## src/rtl/stream_rr_arbiter.sv

```systemverilog
// N-way round-robin stream arbiter with a registered main/skid output stage.
// Optional packet locking (m_last/s_last) is enabled by defining ARB_PKT_LOCK_EN.
module stream_rr_arbiter #(
  parameter int WIDTH = 8,
  parameter int N     = 4,
  parameter int IDW   = 2
) (
  input  logic               clk,
  input  logic               rst,
  input  logic [N-1:0]       m_valid,
  output logic [N-1:0]       m_ready,
  input  logic [N*WIDTH-1:0] m_data,
`ifdef ARB_PKT_LOCK_EN
  input  logic [N-1:0]       m_last,
  output logic               s_last,
`endif
  output logic               s_valid,
  input  logic               s_ready,
  output logic [WIDTH-1:0]   s_data,
  output logic [IDW-1:0]     s_id
);

  logic [WIDTH-1:0] data_arr [N];
  logic [IDW-1:0]   ptr_reg;
  logic             skid_full_reg;
  logic [WIDTH-1:0] skid_data_reg;
  logic [IDW-1:0]   skid_id_reg;
  logic [N-1:0]     grant;
  logic [IDW-1:0]   gnt_id;
  logic             accept;
  logic [WIDTH-1:0] acc_data;

  genvar gi;
  generate
    for (gi = 0; gi < N; gi++) begin : g_lane
      assign data_arr[gi] = m_data[gi*WIDTH +: WIDTH];
    end
  endgenerate

`ifdef ARB_PKT_LOCK_EN
  logic           lock_reg;
  logic [IDW-1:0] lock_id_reg;
  logic           skid_last_reg;
  logic           acc_last;
`endif

  // Rotating priority: the search starts just after the last winner.
  always_comb begin
    logic           found;
    logic [IDW-1:0] idx;
    grant  = '0;
    gnt_id = '0;
    found  = 1'b0;
    idx    = '0;
    for (int off = 1; off <= N; off++) begin
      idx = IDW'((int'(ptr_reg) + off) % N);
      if (!found && m_valid[idx]) begin
        found       = 1'b1;
        gnt_id      = idx;
        grant[idx]  = 1'b1;
      end
    end
`ifdef ARB_PKT_LOCK_EN
    if (lock_reg) begin
      grant              = '0;
      gnt_id             = lock_id_reg;
      grant[lock_id_reg] = m_valid[lock_id_reg];
    end
`endif
  end

  assign m_ready  = (skid_full_reg || rst) ? '0 : grant;
  assign accept   = |(m_valid & m_ready);
  assign acc_data = data_arr[gnt_id];
`ifdef ARB_PKT_LOCK_EN
  assign acc_last = m_last[gnt_id];
`endif

  always_ff @(posedge clk) begin
    if (rst) begin
      ptr_reg       <= IDW'(N - 1);
      skid_full_reg <= 1'b0;
      skid_data_reg <= '0;
      skid_id_reg   <= '0;
      s_valid       <= 1'b0;
      s_data        <= '0;
      s_id          <= '0;
`ifdef ARB_PKT_LOCK_EN
      lock_reg      <= 1'b0;
      lock_id_reg   <= '0;
      skid_last_reg <= 1'b0;
      s_last        <= 1'b0;
`endif
    end else begin
      if (skid_full_reg) begin
        // m_ready is low here, so nothing new can arrive while the skid drains.
        if (s_ready) begin
          s_valid       <= 1'b1;
          s_data        <= skid_data_reg;
          s_id          <= skid_id_reg;
          skid_full_reg <= 1'b0;
`ifdef ARB_PKT_LOCK_EN
          s_last        <= skid_last_reg;
`endif
        end
      end else if (accept) begin
        if (!s_valid || s_ready) begin
          s_valid <= 1'b1;
          s_data  <= acc_data;
          s_id    <= gnt_id;
`ifdef ARB_PKT_LOCK_EN
          s_last  <= acc_last;
`endif
        end else begin
          skid_full_reg <= 1'b1;
          skid_data_reg <= acc_data;
          skid_id_reg   <= gnt_id;
`ifdef ARB_PKT_LOCK_EN
          skid_last_reg <= acc_last;
`endif
        end
      end else if (s_ready) begin
        s_valid <= 1'b0;
      end

      if (accept) begin
`ifdef ARB_PKT_LOCK_EN
        if (acc_last) begin
          ptr_reg  <= gnt_id;
          lock_reg <= 1'b0;
        end else begin
          lock_reg    <= 1'b1;
          lock_id_reg <= gnt_id;
        end
`else
        ptr_reg <= gnt_id;
`endif
      end
    end
  end

endmodule

```

## config.mk

```make
export PLATFORM = sky130hd
export DESIGN_NAME = stream_rr_arbiter
export DESIGN_NICKNAME = d
export VERILOG_FILES = /design/src/rtl/stream_rr_arbiter.sv
export SDC_FILE = /design/constraint.sdc
export NUM_CORES = 1
export LEC_CHECK = 0
export CORE_MARGIN = 2
export CORE_UTILIZATION = 43
export DETAILED_ROUTE_END_ITERATION = 7
export PLACE_DENSITY = 0.78
export SYNTH_ARGS = -nofsm -noshare
export SYNTH_HDL_FRONTEND = slang
export SYNTH_SLANG_ARGS = --single-unit
```

## constraint.sdc

```tcl
create_clock -name clk -period 3.22 [get_ports clk]
set_input_delay 0.644 -clock clk [delete_from_list [all_inputs] [get_ports clk]]
set_output_delay 0.644 -clock clk [all_outputs]
set_load 0.01 [all_outputs]
```

; ---- Word level (Yosys, flattened, before mapping)
; Cells that the tools add are included.
[totals]
reg_bits = 24
out_inout_bits = 15
word_cells = 97
[op_classes]
add_sub_neg = 4
magnitude_cmp = 9
eq_ne = 2
n_mux = 48
n_bitwise = 7
reduce_logical = 20
[op_table]
columns = cell, n
row1 = $mux W8, 6
row2 = $mux W1, 20
row3 = $mux W4, 5
row4 = $bmux W8 S2, 1
row5 = $mux W2, 8
row6 = $lt A2 B3 Y1 const B, 4
row7 = $or A4 B4 Y4, 3
row8 = $reduce_and A3 Y1, 3
row9 = $bmux W1 S2, 4
row10 = $demux W1 S2, 4
row11 = $ge A2 B1 Y1 const B, 4
row12 = $logic_and A1 B1 Y1, 7
row13 = $reduce_bool A2 Y1, 3
row14 = $add A2 B1 Y2 const B, 2
row15 = $add A2 B2 Y2 const B, 2
row16 = $and A4 B4 Y4, 1
row17 = $logic_not A1 Y1, 4
row18 = $reduce_or A4 Y1, 1
row19 = $ge A3 B3 Y1 const B, 1
row20 = $ne A3 B2 Y1 const B, 1
row21 = $not A2 Y3, 1
row22 = $logic_or A1 B1 Y1, 2
row23 = $ne A2 B2 Y1 const B, 1
row24 = $not A1 Y1, 2

; ---- Depth between registers and ports, before layout
[logic_depth]
word_depth = 20
mapped_depth = 13
mapped_depth_nobuf = 10

; ---- Worst setup path after synthesis
; No wires, ideal clock.
[synth_timing]
path_type = reg2reg
startpoint = register ptr_reg[0]
endpoint = register s_data[7]
setup_time_ns = 0.088
arrival_time_ns = 3.312
required_time_ns = 3.132
slack_ns = -0.180
path_stages_with_launch = 13
n_path_buf = 2
synth_period_minus_slack_ns = 3.400
path_cell_list = dfxtp_1 -> buf_2 -> inv_2 -> ha_1 -> mux2_2 -> mux2_2 -> a21oi_1 -> a21oi_1 -> a222oi_1 -> nand3_2 -> and2_0 -> buf_2 -> a311oi_2
[synth_between]
elab_chain_len = 20
[synth_rtl]
columns = item, line
row1 = from (decl), 24  ; logic [IDW-1:0] ptr_reg;
row2 = from (signal assigned), 81  ; ptr_reg <= IDW'(N - 1);
row3 = from (signal assigned), 136  ; ptr_reg <= gnt_id;
row4 = branches (longest 20 deep; another with $lt A2 B3 Y1), -
row5 = to (signal assigned), 99  ; s_data <= skid_data_reg;
row6 = to (signal assigned), 109  ; s_data <= acc_data;
row7 = to (decl), 19  ; output logic [WIDTH-1:0] s_data,
; Several ways; the timed one is not identified. The select of a mux whose other input is x is not followed.
; A chain may end at the register's enable or synchronous reset.

; ---- Worst setup path in the final report
[layout_timing]
startpoint = input port m_valid[3]
endpoint = register skid_data_reg[7]
[layout_between]
elab_chain_len = 16
[layout_rtl]
columns = item, line
row1 = from (decl), 10  ; input logic [N-1:0] m_valid,
row2 = $bmux W1 S2, 57  ; if (!found && m_valid[idx]) begin
row3 = $mux W1 (implied by the code), 57
row4 = $mux W1, 57
row5 = $logic_not A1 Y1, 57
row6 = $logic_and A1 B1 Y1, 57
row7 = $mux W1, 57
row8 = $logic_not A1 Y1, 57
row9 = $logic_and A1 B1 Y1, 57
row10 = $mux W1, 57
row11 = $logic_not A1 Y1, 57
row12 = $logic_and A1 B1 Y1, 57
row13 = $mux W4 or $mux W2 (tied branches), 57
row14 = $mux W4 or $not A2 Y3 (tied branches), "72, 74"
row15 = $and A4 B4 Y4 or $bmux W8 S2 (tied branches), "73, 74"
row16 = $reduce_or A4 Y1 or $mux W8 (tied branches), "73, 74"
row17 = $reduce_and A3 Y1 (no source line) or $mux W8 (tied branches), -
row18 = to (signal assigned), 116  ; skid_data_reg <= acc_data;
row19 = to (decl), 26  ; logic [WIDTH-1:0] skid_data_reg;
; Parallel ways exist; a longest one is shown, timed or not. The select of a mux whose other input is x is not followed.

==> impl_metrics.tcl <==
set metrics [dict create \
    finalWorstSetupSlack_ps 39.79 \
    timing.critical_path.from "m_valid[3]" \
    final_antenna_net_count 0 \
    power.sequential.fraction 0.160 \
    period_needed_ps 3180 \
    max-cap-violations 0 \
    path_cells "dlygate4sd2_1, buf_4, nor2b_1, nor3_1, buf_4, o21a_1, a31o_2, buf_4, a32oi_1, buf_4, buf_4, a2111oi_4, buf_4, mux2i_1, nor2_1" \
    insertion_delay_ps 260 \
    drv_slew 0 \
    ys_seq_elements 24 \
    routed_via_density 5.663 \
    tritoncts_buffer_count 3 \
    drt-wirelength-per-cell_um 16.62 \
    worstPathBufferInverterCount 7 \
    timing.hold.worst.class "flip-flop to flip-flop" \
    netSwitchingPower_w 0.001143 \
    share_comb_of_total_power 0.765 \
    syn_to_final_growth_pct 52.75 \
    drc 0 \
    initial_utilization 0.4548 \
    die_w_um 69.51 \
    final-hold-violation-count 0 \
    rsz_0062_raised_after_global_routing "yes" \
    overflow 0 \
    netlist_area_um2 1846 \
    critical_path_peak_fanout 5 \
    synth_nets 257 \
    cellLeakagePower_nw 1.104 \
    gp_routability_congestion 0.9575 \
    pwr-share-clk 0.076 \
    cts.sink_count 24 \
    hpwl_mm 4.375 \
    routed_wirelength_mm 5.768 \
    path_common_cell "sky130_fd_sc_hd__buf_4" \
    cts.path.max_buffers 2 \
    sw_frac_of_total 0.4274 \
    cts_hold_buf 0 \
    seq_area_frac_synth 0.2603 \
    synthArstFlopShare 0 \
    buffer_ports.inserted 53 \
    synth_warnings 0 \
    r2r_start "ptr_reg[1]" \
    synthFlopType "sky130_fd_sc_hd__dfxtp_1" \
    clock_pin_slew_on_the_worst_setup_and_hold_paths_ps 80 \
    vdd_ir_drop_max_mv 0.5720 \
    crit_arrival_ps 3330 \
    io_pins 54 \
    reg_to_reg_setup_timing_slack_ps 90 \
    timing.slew.headroom 0.4387 \
    slowest_stage "sky130_fd_sc_hd__a2111oi_4" \
    pin_count_of_the_biggest_net_entering_global_routing 20 \
    dp_slack_ps -524.6 \
    grt_use_total 0.2356 \
    first_global_vias 2000 \
    p_int_w 0.001531 \
    syn_avg_cell_area_um2 8.788 \
    crit_path_end "skid_data_reg[7]" \
    outcome "completed" \
    clock-root-buffer "sky130_fd_sc_hd__clkbuf_8" \
    first_pass_grt_wire_length_mm 9.321 \
    dieHeight_um 69.51 \
    die_area_um2 4832 \
    total_power_w 0.002674 \
    htreeDepth 1 \
    layout-drive-gt1-share 0.2997 \
    insertedDiodeCount 0 \
    core_footprint_um2 4058 \
    row_count 23 \
    cellPowerDensity_nw_per_um2 948.6 \
    drt-pass1-iter-count 4 \
    synth_edf_count 0 \
    worst-path-stages 15 \
    cts_tree "done" \
    critPathTopFamily "buffers and inverters" \
    final_net_count 345 \
    fin_skew_ps 2.484 \
    synth_cell_types 43 \
    via_count 1965 \
    type_of_the_worst_setup_path "input port to flip-flop" \
    initial_antenna_violation_count 0 \
    reg2regPathDepth 16 \
    ratio_of_final_minimum_period_to_clock_period 0.9876 \
    worst_setup_path_start_kind "input port" \
    timing.final.setup_violations 0 \
    worst_setup_path_end_kind "flip-flop" \
    max_slew.worst_pin.slew_ps 840.7 \
    timing.critical_path.required_ps 3370 \
    max_stage_delay_ps 310 \
    timing.fmax_mhz 314.4 \
    detail_route.iter0.violations 149 \
    regToRegEndpoint "skid_data_reg[7]" \
    setup-tns-final_ps 0 \
    post_synth_inst_count 210 \
]
synth_stat cells (all sizes together), types with 2 or more instances:
master   count  area (µm²)
a2111oi      2       23.77
mux2i       12       120.1
nand2       26       97.59
nor2        22       82.58
inv          8       30.03
a211o        2       17.52
o311a        2       20.02
o21ai        2       10.01
ha           8       100.1
a22oi        3       22.52
a211oi       6       50.05
a21oi       24       120.1
mux2         4       45.04
nor3b        2       15.01
clkbuf       5       18.77
mux4         9       202.7
nor3         8       40.04
buf         11       52.55
o2111ai      3       26.28
a32oi        2       17.52
dfxtp       24       480.5
a311oi       8       120.1
area by class of cell:
class / instances / area [µm²]
multi-input cells: 161 / 1324
fillers: 318 / 1239
repair buffers: 99 / 860.8
flip-flops and latches: 24 / 483.0
well taps: 50 / 62.56
clock buffers: 4 / 55.05
inverters: 9 / 33.78
per-layer routing:
layer / GRT usage / vias up / wire [µm]
met4: 0.05229 / 0 / 39
met3: 0.03488 / 7 / 262
met5: 0 / - / 0
met1: 0.3057 / 945 / 2521
li1: - / 959 / -
met2: 0.4135 / 54 / 2944
placed cells by master (no fill, tap or decap), types with 3 or more instances in the layout:
cell                               n
sky130_fd_sc_hd__a211oi_1          5
sky130_fd_sc_hd__a21oi_1          21
sky130_fd_sc_hd__a21oi_2           3
sky130_fd_sc_hd__a22oi_1           3
sky130_fd_sc_hd__a311oi_2          8
sky130_fd_sc_hd__buf_2             4
sky130_fd_sc_hd__buf_4            44
sky130_fd_sc_hd__clkbuf_8          4
sky130_fd_sc_hd__clkdlybuf4s50_1  45
sky130_fd_sc_hd__dfxtp_1          22
sky130_fd_sc_hd__dlygate4sd2_1     4
sky130_fd_sc_hd__ha_1              7
sky130_fd_sc_hd__inv_1             7
sky130_fd_sc_hd__mux2_2            4
sky130_fd_sc_hd__mux2i_1          11
sky130_fd_sc_hd__mux4_2            9
sky130_fd_sc_hd__nand2_1          26
sky130_fd_sc_hd__nor2_1           22
sky130_fd_sc_hd__nor3_1            7
sky130_fd_sc_hd__o2111ai_1         3
through the flow:
stage	std cells	utilization	hold WS, ps	cell area (µm²)
4_1_cts	343	0.6839	509.6	2775
3_5_place_dp	339	0.6694	486.4	2716
2_1_floorplan	210	-	460.2	1869
6_report	347	0.6947	504.7	2819
3_3_place_gp	339	0.6694	473.9	2716
5_1_grt	347	0.6947	529.8	2819
power groups by stage:
stage | clock network (W) | registers (W) | logic (W)
2_1_floorplan | 0 | 0.000464 | 0.00116
3_5_place_dp | 0 | 0.000432 | 0.00196
3_3_place_gp | 0 | 0.000432 | 0.00192
4_1_cts | 0.000208 | 0.000427 | 0.00197
6_report | 0.000202 | 0.000427 | 0.00204
5_1_grt | 0.000223 | 0.000440 | 0.00221
logic make-up after synthesis:
family | synth area share
AND/OR/NAND/NOR | 0.1512
buffers and inverters | 0.05695
multiplexers | 0.1993
flip-flops | 0.2603
AO/OA/AOI/OAI | 0.2780
adder cells (fa/ha/maj) | 0.05424
worst min-delay path, delay by kind of cell (launching register included):
family,cells,cell delay (ps)
multiplexers,1,70
AND/OR/NAND/NOR,1,70
flip-flops,1,330
timing repair:
action / CTS / global route
endpoints found under the setup margin: 21 / 13
pin swaps: 3 / 5
buffers inserted: 0 / 3
resized for setup: 17 / 12
cloned: 0 / 1
worst min-delay path by stage:
stage / from / endpoint / slack, ps / depth (start not counted)
global route: skid_data_reg[6] / s_data[6] / 530 / 2
finish: skid_data_reg[1] / skid_data_reg[1] / 500 / 2
global placement: skid_data_reg[2] / skid_data_reg[2] / 470 / 2
CTS: skid_data_reg[6] / s_data[6] / 510 / 2
floorplan: skid_data_reg[0] / skid_data_reg[0] / 460 / 2
detailed placement: skid_data_reg[7] / skid_data_reg[7] / 490 / 2
Note: power is estimated with default switching activity, not from simulation.
==> RTL change, RTL diff (same settings) <==
Reset style: asynchronous (`rst`), changed in one clocked block.
--- a/src/rtl/stream_rr_arbiter.sv
+++ b/src/rtl/stream_rr_arbiter.sv
@@ -76,7 +76,7 @@
   assign acc_last = m_last[gnt_id];
 `endif
 
-  always_ff @(posedge clk) begin
+  always_ff @(posedge clk or posedge rst) begin
     if (rst) begin
       ptr_reg       <= IDW'(N - 1);
       skid_full_reg <= 1'b0;
Check against the original RTL: differs if rst is asserted again (counterexample within 4 cycles, from zero or initial values and one cycle with rst high); with rst held inactive, the same outputs for 10 cycles.
==> RTL change against the original RTL <==
  * Sequential cell count unchanged
  * Wire length down 9.4%
  * Power up 12%
  * Design area down 0.49%
  * Sequential power up 37%
  * First-iteration DRC count down 16%
  * Synthesized area up 5.4%
  * Setup slack better by 0.11 ns
  * Critical path type is now input port to output port
  * Largest power group unchanged
==> RTL change: results (changes against the original RTL) <==
- The post-route clock skew is 0.0118 ns (+0.00933 ns).
- The detailed router's first-iteration violation count is 125 (-16%).
- The leakage component of the power is 1.22 nW (+10%).
- The number of global-route vias before repair was 1813 (-9.4%).
- In the synthesized netlist, the cells that appear most often are dfrtp_1, a21oi_1, inv_1.
- The worst-case hold path end point is skid_data_reg[6].
- The number of distinct library cell variants in the gate-level netlist after synthesis came to 46 (+7.0%).
- The number of cells on the worst hold path was 1 (-1).
- The cell count after placement is 318 (-6.2%).
- The launch instance of the worst min-delay path is skid_data_reg[6].
- The detailed-route wire length is 5.23 mm (-9.4%).
- The first-pass GRT wire length came to 8.81 mm (-5.5%).
- The cell depth of the worst flop-to-flop path is 11 (-5).
- The share of synthesized registers carrying an async set or reset is 100% (+100 points).
- The largest fanout on the critical path is 8 (+3).
- By area the synthesized netlist is led by dfrtp_1, mux4_2, mux2_4.
- The register area share after synthesis is 31.0% (+5.0 points).
- The detailed placement HPWL is 3.91 mm (-11%).
- The worst hold slack is 0.528 ns (+0.0237 ns).
- The weighted congestion at the end of routability-driven global placement was 0.872 (-8.9%).
- The critical path data arrival time is 2.43 ns (-0.90 ns).
- The reg-to-reg setup timing slack was 0.17 ns (+0.08 ns).
- The worst ir drop on vdd is 0.481 mV (-16%).
- The post-detailed-route wirelength per cell is 16.0 um (-3.9%).
- The number of fill cells is 347 (+9.1%).
- The proportion of layout cells with a drive suffix above 1 is 25.1% (-4.9 points).
- The maximum number of pins on one net before global-route repair is 25 (+25%).
- The flow ran to the end, and the final reports show no timing, DRC or antenna violations.
- The end of the worst register-to-register path is skid_data_reg[4].
- The worst slew margin relative to its limit is 74.7% (+31 points).
- The via density per instance is 5.57 (-1.6%).
- The synthesized net count came to 245 (-4.7%).
[RTL change: cell types whose count changed in the layout (fill, tap and decap cells not counted), moves of 6 or more]
cell	change
inv_1	+9
a22oi_1	+6
mux2_4	+9
nor2_1	-11
a311oi_2	-8
nand3_1	+9
nand2_1	-15
dfrtp_1	+22
buf_4	-11
dfxtp_1	-22
[RTL change: cell type report]
type / instances / share of cell area, %
Tap cell: 52 / 2.32
Inverter: 16 / 2.14
Multi-Input combinational cell: 142 / 43.4
Clock buffer: 4 / 1.61
Timing Repair Buffer: 89 / 29.1
Sequential cell: 24 / 21.5
[RTL change: power breakdown]
part	switching, mW	leakage [nW]	internal, mW	total [mW]
registers	0.108	0.285	0.479	0.587
clock network	0.0978	0.0228	0.0885	0.186
logic	1.03	0.913	1.19	2.22
total	1.24	1.22	1.75	2.99
[RTL change: worst max-delay path, cell delays in order]
cell and delay (ns):
dlygate4sd2_1 0.27, buf_6 0.15, mux4_2 0.51, buf_4 0.17, nor2b_1 0.12, a21oi_1 0.17, a21oi_1 0.07, nor2_1 0.10
clkdlybuf4s15_2 0.23
[RTL change: per-stage QoR]
step	instance area, um2	util [%]	setup slack (ns)	setup TNS [ns]	power, mW
5_1_grt	2810	64.4	0.0126	0	3.23
4_1_cts	2790	64.0	0.0911	0	2.95
3_5_place_dp	2700	62.0	-0.260	-2.72	2.74
6_report	2810	64.4	0.149	0	2.99
2_1_floorplan	1950	-	0.0792	0	1.93
3_3_place_gp	2700	62.0	-0.205	-1.84	2.68
[RTL change: worst max path at each step]
| stage | startpoint | to | slack [ns] |
|---|---|---|---|
| after detailed placement | m_valid[1] | m_ready[2] | -0.26 |
| after global placement | m_valid[1] | m_ready[2] | -0.20 |
| after global routing | ptr_reg[0] | m_ready[2] | 0.01 |
| after CTS | ptr_reg[0] | m_ready[2] | 0.09 |
| final | m_valid[3] | m_ready[1] | 0.15 |
| after floorplan | ptr_reg[0] | skid_data_reg[0] | 0.08 |
[RTL change: cell families after synthesis]
family,count (synthesis),synth area share [%]
buf+inv,32,7.52
simple gates,59,15.9
compound gates,50,19.4
fa+ha+maj,8,5.14
mux,25,21.0
flops,24,31.0
[RTL change: per-layer routing]
metal	vias to the layer above	GRT usage (%)	wire (um)
met5	-	0	0
met4	0	4.82	71
met3	8	1.97	167
met2	42	37.3	2760
met1	879	29.4	2230
li1	893	-	-
[RTL change: repair_timing]
| item | 4_1_cts | 5_1_grt |
|---|---|---|
| gates resized for setup | 15 | 2 |
| gates cloned | 0 | 0 |
| endpoints found under the setup margin | 4 | 1 |
| endpoints found under the hold margin | 0 | 0 |
| pin swaps | 2 | 0 |
| setup buffers | 5 | 0 |
